==> src/rtl/sync_fifo_pkg.sv <==
// Shared FIFO defaults. The depth must always equal 1 << addr so the pointers
// can wrap by simply overflowing.
package sync_fifo_pkg;

    localparam int FIFO_WIDTH = 8;
    localparam int FIFO_ADDR  = 4;
    localparam int FIFO_DEPTH = 1 << FIFO_ADDR;

endpackage

==> src/rtl/sync_fifo_dual_ram.sv <==
// Dual-port RAM: one write port and one registered read port that holds
// its output unless a read is enabled.
module sync_fifo_dual_ram #(
    parameter int width = 8,
    parameter int addr  = 4
) (
    input  logic             clk,
    input  logic             rst_n,
    input  logic             we,
    input  logic [addr-1:0]  waddr,
    input  logic [width-1:0] wdata,
    input  logic             re,
    input  logic [addr-1:0]  raddr,
    output logic [width-1:0] rdata
);

    logic [width-1:0] mem_q [2**addr];
    logic [width-1:0] rdata_q, rdata_d;

    // Storage is never reset; only the output register has a defined reset value.
    always_ff @(posedge clk) begin
        if (we) mem_q[waddr] <= wdata;
    end

    always_comb begin
        rdata_d = rdata_q;
        if (re) rdata_d = mem_q[raddr];
    end

    always_ff @(posedge clk or negedge rst_n) begin
        if (!rst_n) rdata_q <= '0;
        else        rdata_q <= rdata_d;
    end

    assign rdata = rdata_q;

endmodule

==> src/rtl/sync_fifo.sv <==
// Single-clock FIFO: pointers, occupancy and flags around the dual-port RAM.
// All outputs are registered.
module sync_fifo
    import sync_fifo_pkg::*;
#(
    parameter int width = FIFO_WIDTH,
    parameter int depth = FIFO_DEPTH,
    parameter int addr  = FIFO_ADDR
) (
    input  logic             clk,
    input  logic             reset,
    input  logic             write,
    input  logic [width-1:0] data_in,
    input  logic             read,
    output logic [width-1:0] data_out,
    output logic             full,
    output logic             empty,
    output logic [addr:0]    count,
    output logic             overflow,
    output logic             underflow
);

    localparam logic [addr:0] depth_cnt = (addr+1)'(depth);

    logic [addr-1:0] wr_ptr_q, wr_ptr_d, rd_ptr_q, rd_ptr_d;
    logic [addr:0]   count_q, count_d;
    logic            full_q, full_d, empty_q, empty_d;
    logic            overflow_q, overflow_d, underflow_q, underflow_d;
    logic            push_ok, pop_ok;

    always_comb begin
        pop_ok      = read && !empty_q;
        // A full FIFO still takes a push when a pop frees a slot in the same cycle.
        push_ok     = write && (!full_q || pop_ok);
        wr_ptr_d    = push_ok ? wr_ptr_q + 1'b1 : wr_ptr_q;
        rd_ptr_d    = pop_ok  ? rd_ptr_q + 1'b1 : rd_ptr_q;
        count_d     = count_q;
        if (push_ok && !pop_ok)      count_d = count_q + 1'b1;
        else if (pop_ok && !push_ok) count_d = count_q - 1'b1;
        full_d      = (count_d == depth_cnt);
        empty_d     = (count_d == '0);
        overflow_d  = write && !push_ok;
        underflow_d = read && !pop_ok;
    end

    always_ff @(posedge clk or negedge reset) begin
        if (!reset) begin
            wr_ptr_q    <= '0;
            rd_ptr_q    <= '0;
            count_q     <= '0;
            full_q      <= 1'b0;
            empty_q     <= 1'b1;
            overflow_q  <= 1'b0;
            underflow_q <= 1'b0;
        end else begin
            wr_ptr_q    <= wr_ptr_d;
            rd_ptr_q    <= rd_ptr_d;
            count_q     <= count_d;
            full_q      <= full_d;
            empty_q     <= empty_d;
            overflow_q  <= overflow_d;
            underflow_q <= underflow_d;
        end
    end

    sync_fifo_dual_ram #(
        .width (width),
        .addr  (addr)
    ) u_ram (
        .clk   (clk),
        .rst_n (reset),
        .we    (push_ok),
        .waddr (wr_ptr_q),
        .wdata (data_in),
        .re    (pop_ok),
        .raddr (rd_ptr_q),
        .rdata (data_out)
    );

    assign full      = full_q;
    assign empty     = empty_q;
    assign count     = count_q;
    assign overflow  = overflow_q;
    assign underflow = underflow_q;

endmodule

==> config.mk <==
export PLATFORM = sky130hd
export DESIGN_NAME = sync_fifo
export DESIGN_NICKNAME = d
export VERILOG_FILES = /design/src/rtl/sync_fifo_pkg.sv /design/src/rtl/sync_fifo_dual_ram.sv /design/src/rtl/sync_fifo.sv
export SDC_FILE = /design/constraint.sdc
export NUM_CORES = 1
export LEC_CHECK = 0
export CAP_MARGIN = 20
export CELL_PAD_IN_SITES_DETAIL_PLACEMENT = 1
export CELL_PAD_IN_SITES_GLOBAL_PLACEMENT = 2
export CORE_AREA = 2 2 146 148
export CTS_CLUSTER_SIZE = 14
export DETAILED_ROUTE_END_ITERATION = 10
export DIE_AREA = 0 0 148 150
export GPL_ROUTABILITY_DRIVEN = 0
export PLACE_DENSITY_LB_ADDON = 0.1
export SLEW_MARGIN = 5
export SYNTH_ARGS = -nofsm -noshare
export SYNTH_HDL_FRONTEND = slang
export SYNTH_HIERARCHICAL = 1
export SYNTH_SLANG_ARGS = --single-unit
==> constraint.sdc <==
create_clock -name clk -period 3.55 [get_ports clk]
set_input_delay 1.065 -clock clk [delete_from_list [all_inputs] [get_ports clk]]
set_output_delay 1.065 -clock clk [all_outputs]
set_load 0.01 [all_outputs]
Word level (Yosys, flattened, before mapping)
Memory sizes are Yosys's and may differ from the RTL's. A register that Yosys moved wholly into a read port is not among the register bits. Cells that the tools add are included.

Memories: 1. Output and inout bits: 17. Flip-flop bits (word level): 17. Input port bits: 12. Word-level logic and storage cells: 30. RAM bits: 128.

Reduce and logical (&&, ||, !) cells: 13. Muxes and demuxes: 4. Equality and inequality tests: 1. $add $sub $neg: 4.

Memories: u_ram.mem_q (words 16, bits a word 8, read ports 1, clocked after memory_dff 1, wr ports 1, line sync_fifo_dual_ram.sv:17) `logic [width-1:0] mem_q [2**addr];`.

Operators with widths (count): $mux W5 (2); $add A4 B1 Y4 const B (2); $logic_and A1 B1 Y1 (6); $add A5 B1 Y5 const B (1); $eq A5 B5 Y1 const B (1); $logic_not A1 Y1 (5); $logic_not A5 Y1 (1); $sub A5 B1 Y5 const B (1); $mux W1 (2); $logic_or A1 B1 Y1 (1).

Logic depth before layout (Yosys ltp)
Gate-level depths: netlist of run 1.

Depth after elaboration: 9. Mapped depth: 7. Mapped depth without buffers: 7.

Modules after synthesis
The synthesis of run 1 kept the hierarchy.

Modules (own cells, without submodules): sync_fifo_dual_ram (sequential area each 4043.9 um2, cells an instance 240, times used 1, area each 5331.4 um2); sync_fifo (sequential area each 426.7 um2, cells an instance 66, times used 1, area each 803.3 um2).

Least setup slack after synthesis of run 1
OpenSTA, ideal clock, no wires.

Path type: input-to-reg. From: input port read. To: memory u_ram.mem_q[0][0], enable pin. Data arrival time: 2.775 ns. Library setup time: 0.383 ns. Slack: 0.392 ns. Required time: 3.167 ns. Path buffers: 1. Stages on the path: 5. Cell sequence: nand2b_1 buf_6 a21boi_1 or3b_2 nor3_1.

Cells in the longest elaborated chain, start to end: 5.

Ends and longest elaborated chain: start, declared (line sync_fifo.sv:14) `input logic read,`; $logic_and A1 B1 Y1 (line sync_fifo.sv:32) `pop_ok = read && !empty_q;`; $logic_or A1 B1 Y1 (line sync_fifo.sv:34) `push_ok = write && (!full_q || pop_ok);`; $logic_and A1 B1 Y1 (line sync_fifo.sv:34); named net push_ok (line sync_fifo.sv:29) `logic push_ok, pop_ok;`; $mux W1 (line sync_fifo_dual_ram.sv:22) `if (we) mem_q[waddr] <= wdata;`; $mux W1 (implied by the code) (line sync_fifo_dual_ram.sv:22); end, declared (line sync_fifo_dual_ram.sv:17).

The timed path passes the listed nets, and every way through them passes these cells.

Worst setup path in the final report of run 1
From: input port write. To: memory u_ram.mem_q[0][7], enable pin.

Cells in the longest elaborated chain, start to end: 3.

Ends and longest elaborated chain: start, declared (line sync_fifo.sv:12) `input logic write,`; $logic_and A1 B1 Y1 (line sync_fifo.sv:34); named net push_ok (line sync_fifo.sv:29); $mux W1 (line sync_fifo_dual_ram.sv:22); $mux W1 (implied by the code) (line sync_fifo_dual_ram.sv:22).

The timed path passes the listed nets, and every way through them passes these cells.

==> results.yml, run 1 <==
run_status:
  status: "complete, no violations"
placed_design:
  dp_cells: 617
  pre_cts_ws_ps: 378
  dp_hpwl_mm: 9.12
  portBuffers: 28
  dpl_cell_area_sq_mm: 0.00679
drt:
  postRouteWirelength_mm: 14.2
  wl_per_cell_microns: 21.9
  first_pass_iters: 6
  vias_per_cell: 4.66
  ant_nets: 0
  vias: 3018
  drcViolationCount: 0
  drt_iter0_drc: 143
sta:
  finalSetupTns_ps: 0
  slew_headroom_pct: 39.8
  min_period_ps: 2710
  rsz0062_at_grt: "no"
  finalClockSkew_ps: 6.63
  fmax_mhz: 368
  slew_violations: 0
  setup_slack_ps: 836
  finalHoldViolations: 0
  worst_pin_slew_ps: 903
  fin_crit_sh_pct: 76.4
  setup_viol: 0
critical_path:
  endpoint: "u_ram/mem_q[0][7]"
  crit_type: "in -> reg"
  rr_worst_depth: 3
  crit_required_ps: 3680
  worstPathMaxFanout: 8
  crit_start: "write"
  reg2reg_to: "u_ram/rdata[6]"
  rr_startpoint: "rd_ptr_q[3]"
  critPathCaptureType: "flop"
  r2r_slack_ps: 1350
  crit_arrival_ps: 2840
  start_kind: "input port"
global_routing:
  antenna_found_initial: 1
  grt_usage_pct: 13.7
  first_global_vias: 3310
  overflow: 0
  grt_pass1_wl_mm: 21.4
  grt_start_max_net_pins: 28
synthesis:
  synth_area_leaders: "edfxtp_1, dfrtp_1, mux4_2"
  syn_inst: 306
  yosysMostFrequentCell: "edfxtp_1"
  synth_common_cells: "edfxtp_1, mux4_2, dfrtp_1"
  postSynthAreaPerCell_sq_um: 20.0
  syn_nets: 322
  synth-main-ff-cell: "edfxtp_1"
  yosysWarnings: 6
  async_flop_share_pct: 16.3
  synth_edf_count: 128
  yosysSeqAreaShare_pct: 72.9
  syn_area_sq_mm: 0.00613
  yosysTopAreaCellShare_pct: 62.7
  ys_types: 41
  synth_top_area_cell: "edfxtp_1"
  ys_seq_elements: 153
layout:
  n_antenna_cell: 0
  fin_area_sq_mm: 0.00744
  final-instance-count-excl-fill: 648
  utilization_pct: 36.0
  post_route_cells_drive_above_1_share_pct: 26.8
  area_growth_pct: 21.3
  nNetsFinal: 377
clock_tree:
  cts_resized: 0
  htree_levels: 4
  clockBufferDepth: 2
  clock-sinks: 153
  cts_tree: "built"
  ctsHoldBuffers: 0
  cts_setup_buffers: 0
  clk_latency_ps: 420
  root_buffer: "clkbuf_16"
  cts-buffers-inserted: 17
  clk_pin_slew_ps: 60
worst_hold_path:
  hold_path.class: "reg -> reg"
  holdPathStages: 1
die:
  initial_core_util_pct: 29.7
  num_rows: 53
  ioPinCount: 29
  core-area_sq_mm: 0.0207
  dieArea_sq_mm: 0.0222
  die_w_microns: 148
  die_h_microns: 150
power_and_ir_drop:
  p_per_area_mw_per_mm2: 837
  peakVddDrop_mv: 0.304
  power_leakage_nw: 2.51
job:
  cap_violations: 0
## registers in the layout, indices dropped and copies added (netlist names)
register / cells
overflow: 1
rd_ptr_q: 4
empty: 1
full: 1
u_ram/mem_q: 128
u_ram/rdata: 8
count: 5
wr_ptr_q: 4
underflow: 1
## layer usage
metal  vias up  wire [microns]  global-route usage [%]
li1       1345               -                       -
met1      1616            6530                    18.0
met2        48            6960                    22.5
met3         9             547                    3.32
met4         0             127                    4.14
met5         -               0                       0
## worst max-delay path: stages
cell,delay [ps]
clkdlybuf4s50_1,580
a21boi_1,310
or3b_2,530
nor3_1,150
buf_4,200
## worst min path at each step
stage / from / to
floorplan: rd_ptr_q[3] / rd_ptr_q[3]
global placement: count[4] / count[4]
detailed placement: count[4] / count[4]
CTS: count[4] / count[4]
global route: count[4] / count[4]
finish: count[4] / count[4]
## logic make-up after synthesis
kind of cell    after synthesis  share of synthesized area, %
fa+ha+maj                     4                         0.816
compound gates               20                          3.30
flops                       153                          72.9
mux                          44                          14.2
simple gates                 57                          4.92
xor+xnor                     10                          1.43
buf+inv                      18                          2.47
## final cells by class
| cell class | instances | area, sq um |
|---|---|---|
| Fill cell | 2059 | 13300 |
| Sequential cell | 153 | 4470 |
| Multi-Input combinational cell | 135 | 1510 |
| Timing Repair Buffer | 51 | 453 |
| Clock buffer | 17 | 425 |
| Tap cell | 275 | 344 |
| Clock inverter | 14 | 220 |
| Inverter | 3 | 11.3 |
## power by group
group / switching (W) / internal, W
Sequential: 0.000276 / 0.00225
Clock: 0.000731 / 0.00125
Combinational: 0.000870 / 0.000853
Total: 0.00188 / 0.00435
## cells in the final DEF (no fill, tap or decap), types with 4 or more instances in the layout
cell	netlist	routed
o22ai_1	9	9
clkdlybuf4s50_1	0	28
clkbuf_16	0	17
a221oi_2	8	8
nor2_1	21	21
mux2i_1	9	9
nor3_1	4	4
dfrtp_1	24	23
mux4_1	6	6
bufinv_16	0	5
nand2_1	9	9
ha_1	4	4
buf_4	1	23
mux4_2	26	26
xnor2_1	7	7
nand2b_1	4	4
edfxtp_1	128	128
## through the flow
stage	hold slack, ps	total power (W)
3_3_place_gp	495	0.00432
4_1_cts	518	0.00633
5_1_grt	533	0.00654
2_1_floorplan	447	0.00371
3_5_place_dp	507	0.00433
6_report	508	0.00623
(Power assumes the default switching activity.)
==> run 2, diff against run 1 <==
- clock period: 3.55 -> 2.4 ns (I/O delays scaled with it)
==> run 2 against run 1 <==
Global-route usage is 0.10 points higher. Critical path depth is 1 higher. Power is 46% higher. Core utilization is 0.67 points higher. Via count hardly changed. Count of clock-buffer cells in the layout stayed put. Highest routed layer unchanged. Critical endpoint is now u_ram/mem_q[0][0].
==> results.yml, run 2 (synthesis gave the netlist of run 1 again) <==
drt:
  wl_per_cell_microns: 21.1
  postRouteWirelength_mm: 14.0
  drcViolationCount: 0
  ant_nets: 0
  first_pass_iters: 7
  drt_iter0_drc: 188
  vias: 3017
  vias_per_cell: 4.54
sta:
  setup_viol: 0
  finalHoldViolations: 0
  rsz0062_at_grt: "no"
  slew_violations: 0
  slew_headroom_pct: 55.8
  finalClockSkew_ps: 7.69
  fmax_mhz: 435
  min_period_ps: 2300
  setup_slack_ps: 101
  fin_crit_sh_pct: 95.8
  worst_pin_slew_ps: 661
layout:
  area_growth_pct: 23.5
  n_antenna_cell: 0
  largest_reg_flops: 128
  largest_register: "u_ram/mem_q"
  final_common_cell: "edfxtp_1"
  nNetsFinal: 395
  layout_common_cells: "edfxtp_1, buf_4, clkdlybuf4s50_1"
  post_route_cells_drive_above_1_share_pct: 31.5
die:
  num_rows: 53
  initial_core_util_pct: 29.7
  core-area_sq_mm: 0.0207
  die_h_microns: 150
  die_w_microns: 148
  ioPinCount: 29
  dieArea_sq_mm: 0.0222
placed_design:
  portBuffers: 28
  pre_cts_ws_ps: -343
  dp_hpwl_mm: 9.36
global_routing:
  antenna_found_initial: 0
  grt_usage_pct: 13.8
  first_global_vias: 3285
  grt_pass1_wl_mm: 21.6
  grt_start_max_net_pins: 35
  overflow: 0
power_and_ir_drop:
  power_leakage_nw: 2.59
  intPower_w: 0.00628
  power_frac_comb_pct: 32.4
  p_sw_share_pct: 30.9
  peakVddDrop_mv: 0.447
  p_per_area_mw_per_mm2: 1200
  switchingPower_w: 0.00281
  power_w: 0.00909
  seqPwrFrac_pct: 39.7
  clkPwrFrac_pct: 28.0
critical_path:
  endpoint: "u_ram/mem_q[0][0]"
  crit_required_ps: 2530
  crit_arrival_ps: 2430
  worstPathMaxFanout: 8
  crit_start: "read"
  r2r_slack_ps: 450
  rr_startpoint: "empty"
  critPathCaptureType: "flop"
  start_kind: "input port"
  reg2reg_to: "u_ram/mem_q[0][0]"
  crit_type: "in -> reg"
  rr_worst_depth: 5
clock_tree:
  cts_tree: "built"
  clk_pin_slew_ps: 60
  clk_latency_ps: 420
  cts_setup_buffers: 0
  clockBufferDepth: 2
  ctsHoldBuffers: 0
  clock-sinks: 153
  cts-buffers-inserted: 17
  root_buffer: "clkbuf_16"
  htree_levels: 4
  cts_resized: 0
run_status:
  status: "complete, no violations"
job:
  cap_violations: 0
worst_hold_path:
  hold_path.class: "reg -> reg"
[run 2: cell types whose count changed in the layout (fill, tap and decap cells not counted), sizes merged]
cell	delta
bufinv	-3
clkinv	+5
inv	-3
buf	+18
[run 2: power groups by stage]
| stage | clock, W | combinational [W] | sequential (W) |
|---|---|---|---|
| 2_1_floorplan | 0 | 0.00187 | 0.00365 |
| 3_3_place_gp | 0 | 0.00303 | 0.00366 |
| 3_5_place_dp | 0 | 0.00302 | 0.00367 |
| 4_1_cts | 0.00261 | 0.00304 | 0.00362 |
| 5_1_grt | 0.00272 | 0.00319 | 0.00367 |
| 6_report | 0.00254 | 0.00294 | 0.00361 |
[run 2: cell type report]
| cell class | count | area, sq um |
|---|---|---|
| flip-flops and latches | 153 | 4470 |
| well taps | 275 | 344 |
| clock buffers | 17 | 425 |
| inverters | 3 | 11.3 |
| clock inverters | 13 | 133 |
| fillers | 2065 | 13100 |
| multi-input cells | 135 | 1540 |
| repair buffers | 69 | 651 |
[run 2: how the worst min path moves through the flow]
| stage | from | cells past startpoint | to |
|---|---|---|---|
| after floorplan | reset | 0 | count[0] |
| after global placement | wr_ptr_q[3] | 1 | wr_ptr_q[3] |
| after detailed placement | wr_ptr_q[3] | 1 | wr_ptr_q[3] |
| after CTS | wr_ptr_q[3] | 1 | wr_ptr_q[3] |
| after global routing | empty | 1 | underflow |
| final | wr_ptr_q[3] | 1 | wr_ptr_q[3] |
[run 2: critical path: stages]
cell,delay (ps)
clkdlybuf4s50_1,490
nand2b_1,90
a21boi_2,200
or3b_2,570
nor3_4,200
buf_12,150
[run 2: per-stage QoR]
stage	area [sq um]	cells	hold WS, ps	utilization [%]	TNS, ps
floorplan	6160	306	424	-	0
global placement	7020	635	538	33.9	-28360
detailed placement	7020	635	533	33.9	-28140
CTS	7580	665	546	36.6	0
global route	7580	665	577	36.6	0
finish	7580	665	543	36.6	0
[run 2: metal layers]
metal	vias up	GRT usage, %	wire (microns)
li1	1383	-	-
met1	1573	19.2	6760
met2	51	21.1	6640
met3	10	3.60	456
met4	0	4.29	146
met5	-	0	0
